## config.mk

```make
export PLATFORM = sky130hd
export DESIGN_NAME = program_loader
export DESIGN_NICKNAME = d
export VERILOG_FILES = /design/src/rtl/loader_pkg.sv /design/src/rtl/byte_assembler.sv /design/src/rtl/program_loader.sv
export SDC_FILE = /design/constraint.sdc
export NUM_CORES = 1
export LEC_CHECK = 0
export ABC_AREA = 1
export BUFFER_PORTS_ARGS = -buffer_cell sky130_fd_sc_hd__buf_4
export CORE_UTILIZATION = 40
export CTS_CLUSTER_DIAMETER = 100
export DETAILED_ROUTE_END_ITERATION = 8
export GPL_ROUTABILITY_DRIVEN = 0
export PLACE_DENSITY = 0.62
export RECOVER_POWER = 25
export SYNTH_ARGS = -nofsm -noshare
export SYNTH_HDL_FRONTEND = slang
export SYNTH_SLANG_ARGS = --single-unit
export TNS_END_PERCENT = 100
```

## constraint.sdc

```tcl
create_clock -name clk -period 3.1 [get_ports clk]
set_clock_uncertainty 0.15 [all_clocks]
set_input_delay 0.31 -clock clk [delete_from_list [all_inputs] [get_ports clk]]
set_output_delay 0.31 -clock clk [all_outputs]
set_load 0.01 [all_outputs]
```

## src/rtl/loader_pkg.sv

```systemverilog
// Shared types and helpers for the program loader: FSM state encoding,
// header length and the word-index to byte-address mapping.
package loader_pkg;

   typedef enum logic [2:0] {
      WAIT_LEN,
      LOAD,
      WRITE,
      DONE,
      ERROR
   } loader_state_t;

   localparam int LEN_BYTES = 4;

   function automatic logic [31:0] word_to_byte_addr(input logic [29:0] word_idx);
      return {word_idx, 2'b00};
   endfunction

endpackage

```

## src/rtl/byte_assembler.sv

```systemverilog
// Collects bytes into a little-endian 32-bit word; word_out already contains
// the byte being strobed so the caller can capture it on the completing edge.
module byte_assembler
   import loader_pkg::*;
(
   input  logic        clk,
   input  logic        reset_n,
   input  logic        clear,
   input  logic [7:0]  byte_in,
   input  logic        byte_strobe,
   output logic [31:0] word_out,
   output logic        word_complete
);

   localparam int CNT_W = $clog2(LEN_BYTES);

   logic [CNT_W-1:0] byte_cnt;
   logic [31:0]      word_q;

   always_comb begin
      word_out = word_q;
      if (byte_strobe) begin
         word_out[{byte_cnt, 3'b000} +: 8] = byte_in;
      end
      word_complete = byte_strobe && (byte_cnt == CNT_W'(LEN_BYTES - 1));
   end

   always_ff @(posedge clk) begin
      if (!reset_n || clear) begin
         byte_cnt <= '0;
         word_q   <= '0;
      end else if (byte_strobe) begin
         byte_cnt <= byte_cnt + 1'b1;
         word_q   <= word_out;
      end
   end

endmodule

```

## src/rtl/program_loader.sv

```systemverilog
// Receives a length-prefixed byte image, writes it word by word into the
// instruction memory from address 0, and holds the CPU in reset until done.
module program_loader
   import loader_pkg::*;
#(
   parameter int MEM_WORDS = 256
) (
   input  logic        clk,
   input  logic        reset_n,
   input  logic [7:0]  rx_data,
   input  logic        rx_valid,
   output logic        rx_ready,
   input  logic        start,
   output logic [31:0] mem_byte_address,
   output logic        mem_write_enable,
   output logic [31:0] mem_write_data,
   output logic        cpu_hold,
   output logic        load_done,
   output logic        load_error
);

   localparam int IDX_W = $clog2(MEM_WORDS) + 1;

   loader_state_t    state, state_nxt;
   logic [IDX_W-1:0] word_idx, len_q, idx_inc;
   logic [31:0]      addr_q, data_q, word_out;
   logic             rx_fire, word_complete, asm_clear;

   // Handshake: a byte moves on any edge where rx_valid && rx_ready; rx_ready
   // depends only on state, so the host may raise or drop rx_valid at will.
   assign rx_ready = (state == WAIT_LEN) || (state == LOAD);
   assign rx_fire  = rx_valid && rx_ready;
   assign idx_inc  = word_idx + 1'b1;

   byte_assembler u_asm (
      .clk           (clk),
      .reset_n       (reset_n),
      .clear         (asm_clear),
      .byte_in       (rx_data),
      .byte_strobe   (rx_fire),
      .word_out      (word_out),
      .word_complete (word_complete)
   );

   always_comb begin
      state_nxt = state;
      asm_clear = 1'b0;
      case (state)
         WAIT_LEN: begin
            if (word_complete) begin
               // Full 32-bit compare so large headers cannot alias into range.
               if (word_out == '0)                   state_nxt = DONE;
               else if (word_out > 32'(MEM_WORDS))   state_nxt = ERROR;
               else                                  state_nxt = LOAD;
            end
         end
         LOAD: begin
            if (word_complete) state_nxt = WRITE;
         end
         WRITE: begin
            state_nxt = (idx_inc == len_q) ? DONE : LOAD;
         end
         DONE, ERROR: begin
            if (start) begin
               state_nxt = WAIT_LEN;
               asm_clear = 1'b1;
            end
         end
         default: state_nxt = WAIT_LEN;
      endcase
   end

   always_ff @(posedge clk) begin
      if (!reset_n) begin
         state    <= WAIT_LEN;
         word_idx <= '0;
         len_q    <= '0;
         addr_q   <= '0;
         data_q   <= '0;
      end else begin
         state <= state_nxt;
         if (state == WAIT_LEN && word_complete) begin
            len_q    <= word_out[IDX_W-1:0];
            word_idx <= '0;
         end
         if (state == LOAD && word_complete) begin
            data_q <= word_out;
            addr_q <= word_to_byte_addr(30'(word_idx));
         end
         if (state == WRITE) begin
            word_idx <= idx_inc;
         end
         if ((state == DONE || state == ERROR) && start) begin
            word_idx <= '0;
            len_q    <= '0;
         end
      end
   end

   assign mem_byte_address = addr_q;
   assign mem_write_data   = data_q;
   assign mem_write_enable = (state == WRITE);
   assign cpu_hold         = (state != DONE);
   assign load_done        = (state == DONE);
   assign load_error       = (state == ERROR);

endmodule

```

==> results of run 1 <==
-- layout by cell type (no fill, tap or decap), drive strengths merged --
master	instances
a21o	1
a21oi	36
buf	30
bufinv	2
clkbuf	45
clkinv	5
clkinvlp	3
conb	23
dfxtp	96
ha	6
inv	96
nand2	266
nand3	31
nand4	17
nor2	69
nor3	4
o211ai	31
o21ai	24
o22ai	1
or2	3
xnor2	4
xor2	1
-- logic make-up (layout without fill, tap and decap cells) --
group                    Yosys count  count (layout)
other                              1              23
AND/OR/NAND/NOR                  390             390
adder cells (fa/ha/maj)            6               6
AO/OA/AOI/OAI                     93              93
flip-flops                        96              96
XOR/XNOR                           5               5
buffers and inverters            155             181
-- layer usage --
metal  share of wire [%]  vias up
li1                    -     2380
met1                  49     2066
met2                  44      106
met3                 4.8       15
met4                 1.8        0
met5                   0        -
-- area by class of cell --
type	instances	share of cell area, %
multi-input combinational	517	42.7
clock inverter	6	1.65
inverter	100	6.82
sequential	96	34.7
timing repair buffer	65	6.67
tap	147	3.32
clock buffer	10	4.13
-- worst paths after layout --
check	startpoint	cells after the start	slack [ps]	to
setup reg to reg	u_asm.byte_cnt[0]	17	300	state[0]
hold / removal	start	4	120	state[2]
hold reg to reg	mem_byte_address[3]	2	320	mem_byte_address[3]
setup / recovery	u_asm.byte_cnt[0]	17	300	state[0]
-- power by group through the flow --
| stage | registers (W) | clock network [W] | logic [W] |
|---|---|---|---|
| 2_1_floorplan | 0.00128 | 0 | 0.000227 |
| 3_3_place_gp | 0.00128 | 0 | 0.000264 |
| 3_5_place_dp | 0.00128 | 0 | 0.000267 |
| 4_1_cts | 0.00126 | 0.00122 | 0.000269 |
| 5_1_grt | 0.00126 | 0.00127 | 0.000304 |
| 6_report | 0.00126 | 0.00119 | 0.000270 |
-- registers in the layout (all words and copies together), names as in the netlist --
name	count
mem_write_data	32
u_asm.word_q	32
state	3
word_idx	9
len_q	9
u_asm.byte_cnt	2
mem_byte_address	9
-- stage by stage --
| stage | instances | total power (W) | util, % |
|---|---|---|---|
| 5_1_grt | 941 | 0.00283 | 46.1 |
| 4_1_cts | 941 | 0.00275 | 47.2 |
| 3_5_place_dp | 925 | 0.00155 | 44.5 |
| 2_1_floorplan | 768 | 0.00151 | - |
| 3_3_place_gp | 925 | 0.00155 | 44.5 |
| 6_report | 941 | 0.00272 | 46.1 |
-- tightest hold or removal path, stage by stage --
cell                      delay [ps]
sky130_fd_sc_hd__buf_4            90
sky130_fd_sc_hd__inv_1            50
sky130_fd_sc_hd__nand2_1          70
sky130_fd_sc_hd__a21oi_1          60
==> results.py, run 1 <==
metrics = {
    "route": {
        "routed-via-count": 4567,
        "wl_um": 11800,
        "drt_first_pass_iters": 5,
        "ant_nets": 0,
        "post_drt_wl_per_cell_um": 12.5,
        "routed_via_density": 4.85,
        "drcViolationCount": 0,
        "dr.first_iter.drc_count": 314,
    },
    "synth": {
        "yosysMostFrequentCell": "sky130_fd_sc_hd__nand2_1",
        "synthDominantCellAreaShare_pct": 39.0,
        "synth.cell_area_um2": 4930,
        "yosys_synthesis_warning_count": 0,
        "synth-edff-count": 0,
        "cell_variety_after_synth": 32,
        "ys_seq_elements": 96,
        "synth-adder-area-share_pct": 1.52,
        "syn_inst": 746,
        "synth_mux_area_share_pct": 0,
        "synth_compound_area_share_pct": 11.3,
        "synth_async_sr_flop_share_pct": 0,
        "synth_top_cell_by_area": "sky130_fd_sc_hd__dfxtp_1",
        "synth_top_family_by_area": "simple AND/OR/NAND/NOR gates",
        "netlist_top_cells_area": "sky130_fd_sc_hd__dfxtp_1 (39%), sky130_fd_sc_hd__nand2_1 (20%), sky130_fd_sc_hd__inv_1 (6.2%), sky130_fd_sc_hd__nor2_1 (5.1%), sky130_fd_sc_hd__o211ai_1 (4.7%)",
        "post_synth.cell_area_avg_um2": 6.61,
        "yosys.area_share.simple_pct": 32.5,
        "synth_flop_cell": "sky130_fd_sc_hd__dfxtp_1",
        "synth_xor_area_share_pct": 0.888,
        "synth-seq-area-share_pct": 39.0,
        "synth_common_cells": "sky130_fd_sc_hd__nand2_1 (260), sky130_fd_sc_hd__dfxtp_1 (96), sky130_fd_sc_hd__inv_1 (82), sky130_fd_sc_hd__nor2_1 (67), sky130_fd_sc_hd__a21oi_1 (35)",
    },
    "sta": {
        "clock.fmax_mhz": 358,
        "setup_repair_after_global_routing_missed_its_margin": "no",
        "final_min_period_over_clock_period_pct": 90.2,
        "setup_violations": 0,
        "drv_slew": 0,
        "hold_ws_ps": 118,
        "min_period_ps": 2800,
        "hold_violations": 0,
        "finalWorstSetupSlack_ps": 303,
        "totalNegativeSetupSlack_ps": 0,
    },
    "global_routing": {
        "grtUsageMet2_pct": 31.2,
        "globalRoute.busiestLayer": "met2",
        "groute.usage.overall_pct": 19.8,
        "groute.layer.met3.usage_pct": 3.96,
        "first_global_vias": 4217,
        "grt_pass1_wl_um": 19900,
        "groute.layer.met1.usage_pct": 26.5,
        "grt_start_max_net_pins": 46,
        "grt_overflow": 0,
        "number_of_antenna_violations_at_the_first_check_in_global_routing": 0,
    },
    "placed_design": {
        "place.detailed.hpwl_um": 8580,
        "numPortBuffers": 57,
        "placement.cell_area_um2": 5350,
        "dp_slack_ps": 362,
    },
    "worst_setup_path": {
        "startpoint_class_of_the_critical_path": "flip-flop",
        "timing.setup.critical_path_class": "reg2reg",
        "crit_chain": "clkinv_1 > ha_1 > inv_1 > nor2_1 > nand3_1 > nand2_1 > nand2_1 > nand2_1 > inv_1 > nand2_1 > nor2_1 > nand2_1 > nor2_2 > nand3_1 > nand2_1 > nand2_1 > a21oi_2",
        "timing.critical_path.buf_inv": 3,
        "cp_slowest_cell": "sky130_fd_sc_hd__ha_1",
        "required_ps": 3180,
        "critical_path.max_fanout": 12,
        "cp_common_cell": "sky130_fd_sc_hd__nand2_1",
        "path_delay_family": "simple AND/OR/NAND/NOR gates",
        "timing.critical_path.to_type": "flip-flop",
        "worstPathArrival_ps": 2880,
        "cpPeakStageDelay_ps": 530,
    },
    "pwr": {
        "leakagePower_nw": 2.67,
        "pwr-share-clk_pct": 43.9,
        "p_sw_w": 0.000689,
        "pwr_density_cell_nw_per_um2": 491,
        "p_sw_share_pct": 25.4,
        "seqPwrFrac_pct": 46.2,
        "peak_supply_drop_uv": 273,
        "p_comb_share_pct": 9.9,
        "internal_w": 0.00203,
    },
    "cts": {
        "clock_insertion_delay_worst_skew_ps": 350,
        "postCtsSetupRepairBufs": 0,
        "tritoncts": "done",
        "maximum_root_to_sink_buffer_count": 2,
        "num_cts_buffers": 9,
        "ctsRootBufferMaster": "sky130_fd_sc_hd__clkbuf_16",
        "hold_buffers": 0,
        "path_clk_slew_ps": 70,
        "tritoncts_num_sinks": 96,
        "htreeDepth": 3,
        "ctsResizeCount": 0,
    },
    "finish": {
        "drive_gt1_share_pct": 9.19,
        "multi_input_combinational_cell_area_um2": 2360,
        "layout.nets": 807,
        "antenna_cells_inserted": 0,
        "area.growth.synth_to_final_pct": 12.3,
        "seq_area_um2": 1920,
        "fin_area_um2": 5540,
        "fillers": 1256,
    },
    "floorplanning": {
        "design.die.area_um2": 12800,
        "fp.dieH_um": 113,
        "initial_core_util_pct": 41.1,
        "die_w_um": 113,
        "row_count": 40,
        "design.core.area_um2": 12000,
        "top_level_ports": 81,
    },
    "job": {
        "cap_violations": 0,
    },
    "outcome": {
        "result_of_the_run": "completed",
    },
    "worst_hold_path": {
        "holdCritPathClass": "in2reg",
    },
}
Power figures use the tool's default switching activity.
==> run 2: changes to the inputs <==
- TNS_END_PERCENT: 100 -> unset
- clock period: 3.1 -> 2.9 ns (I/O delays scaled with it)
==> run 2 against run 1 <==
Net effect: combinational power is 8.5% higher; sequential power rose by 7%; flip-flop and latch count unchanged; total power increased by 14%; sequential share of layout area fell by 0.47 points; global-route usage down 0.47 points; utilization is 0.67 points higher; critical path type unchanged; first-iteration DRC count fell by 18%; critical path depth is 2 lower; final area up 1.4%.
==> results.py, run 2 (synthesis results as in run 1) <==
metrics = {
    "outcome": {
        "result_of_the_run": "completed",
    },
    "worst_setup_path": {
        "worstPathArrival_ps": 2770,
        "timing.rr.start": "u_asm.byte_cnt[0]",
        "critical_path.startpoint": "u_asm.byte_cnt[0]",
        "critical_path.max_fanout": 10,
        "timing.critical_path.to_type": "flip-flop",
        "startpoint_class_of_the_critical_path": "flip-flop",
        "timing.setup.critical_path_class": "reg2reg",
        "required_ps": 3020,
    },
    "cts": {
        "tritoncts": "done",
        "ctsRootBufferMaster": "sky130_fd_sc_hd__clkbuf_16",
        "tritoncts_num_sinks": 96,
        "clock_insertion_delay_worst_skew_ps": 340,
        "htreeDepth": 3,
        "num_cts_buffers": 9,
        "maximum_root_to_sink_buffer_count": 2,
        "hold_buffers": 0,
        "path_clk_slew_ps": 60,
        "ctsResizeCount": 0,
        "postCtsSetupRepairBufs": 0,
    },
    "floorplanning": {
        "top_level_ports": 81,
        "row_count": 40,
        "initial_core_util_pct": 41.1,
        "fp.dieH_um": 113,
        "design.core.area_um2": 12000,
        "die_w_um": 113,
        "design.die.area_um2": 12800,
    },
    "placed_design": {
        "dp_slack_ps": 146,
        "numPortBuffers": 57,
        "place.detailed.hpwl_um": 8580,
    },
    "route": {
        "topRoutingLayerUsed": "met4",
        "wl_met1_um": 5700,
        "ant_nets": 0,
        "drt_first_pass_iters": 5,
        "routed-via-count": 4567,
        "wl_um": 11700,
        "wl_met3_um": 523,
        "drcViolationCount": 0,
        "post_drt_wl_per_cell_um": 12.5,
        "routed_via_density": 4.85,
        "dr.first_iter.drc_count": 258,
        "met2RoutedLength_um": 5240,
    },
    "pwr": {
        "total_power_w": 0.00309,
        "peak_supply_drop_uv": 280,
        "pwr_density_cell_nw_per_um2": 550,
        "leakagePower_nw": 2.71,
    },
    "sta": {
        "setup_repair_after_global_routing_missed_its_margin": "no",
        "clock.fmax_mhz": 377,
        "timing_worst_slew_pin_value_ps": 782,
        "final_min_period_over_clock_period_pct": 91.3,
        "drv_slew": 0,
        "finalWorstSetupSlack_ps": 251,
        "min_period_ps": 2650,
        "hold_violations": 0,
        "slew_headroom_pct": 47.9,
        "setup_violations": 0,
        "totalNegativeSetupSlack_ps": 0,
    },
    "finish": {
        "drive_gt1_share_pct": 9.45,
        "area.growth.synth_to_final_pct": 13.9,
        "mostFrequentLayoutCell": "sky130_fd_sc_hd__nand2_1",
        "fillers": 1253,
        "antenna_cells_inserted": 0,
        "layout_common_cells": "sky130_fd_sc_hd__nand2_1 (260), sky130_fd_sc_hd__dfxtp_1 (95), sky130_fd_sc_hd__inv_1 (82)",
        "layout.nets": 807,
    },
    "global_routing": {
        "grt_pass1_wl_um": 19600,
        "number_of_antenna_violations_at_the_first_check_in_global_routing": 0,
        "first_global_vias": 4132,
        "groute.usage.overall_pct": 19.3,
        "grt_overflow": 0,
        "grt_start_max_net_pins": 46,
    },
    "job": {
        "cap_violations": 0,
    },
    "worst_hold_path": {
        "holdCritPathClass": "in2reg",
        "hp-start": "start",
    },
}
[run 2: cell count changes in the layout (fill, tap and decap cells not counted), sizes merged]
cell,before,now
clkinv,5,4
bufinv,2,4
clkinvlp,3,2
clkbuf,45,46
inv,96,95
[run 2: report_power, final]
group          internal [W]  switching (W)
logic             0.0000824       0.000210
clock network      0.000954       0.000498
registers           0.00133      0.0000122
[run 2: worst max-delay path, stage by stage, from the launching register on]
cell and delay (ps):
sky130_fd_sc_hd__dfxtp_2 420, sky130_fd_sc_hd__clkinv_1 140, sky130_fd_sc_hd__ha_1 360, sky130_fd_sc_hd__inv_1 200
sky130_fd_sc_hd__nor2_1 160, sky130_fd_sc_hd__a21oi_1 240, sky130_fd_sc_hd__o21ai_2 80, sky130_fd_sc_hd__nand2_2 100
sky130_fd_sc_hd__nand2_1 50, sky130_fd_sc_hd__nor2_1 120, sky130_fd_sc_hd__nand2_1 80, sky130_fd_sc_hd__nor2_2 160
sky130_fd_sc_hd__nand3_1 100, sky130_fd_sc_hd__nand2_1 60, sky130_fd_sc_hd__nand2_1 60, sky130_fd_sc_hd__a21oi_2 100
[run 2: layout make-up]
cell class	count	area (µm²)	area share [%]
clock inverter	5	128	2.27
sequential	96	1920	34.2
tap	147	184	3.27
timing repair buffer	65	394	7.02
inverter	100	382	6.79
clock buffer	11	243	4.32
multi-input combinational	517	2360	42.1
[run 2: per-stage QoR]
stage	std cells	utilization, %	cell area (µm²)	hold slack (ps)
after detailed placement	925	44.7	5370	313
after global routing	941	46.8	5620	125
final	941	46.8	5620	114
after global placement	925	44.7	5370	306
after floorplan	768	-	5010	304
after CTS	941	47.8	5740	99.9
[run 2: final timing paths]
kind	slack, ps	end	cells past startpoint
max	250	state[0]	15
min	110	state[2]	4
max reg2reg	250	state[0]	15
min reg2reg	320	mem_byte_address[3]	2
[run 2: routing by layer]
metal	global-route usage [%]	vias to the layer above
met5	0	-
met4	9.65	0
met3	3.37	18
met2	30.3	126
met1	25.6	2054
li1	-	2369
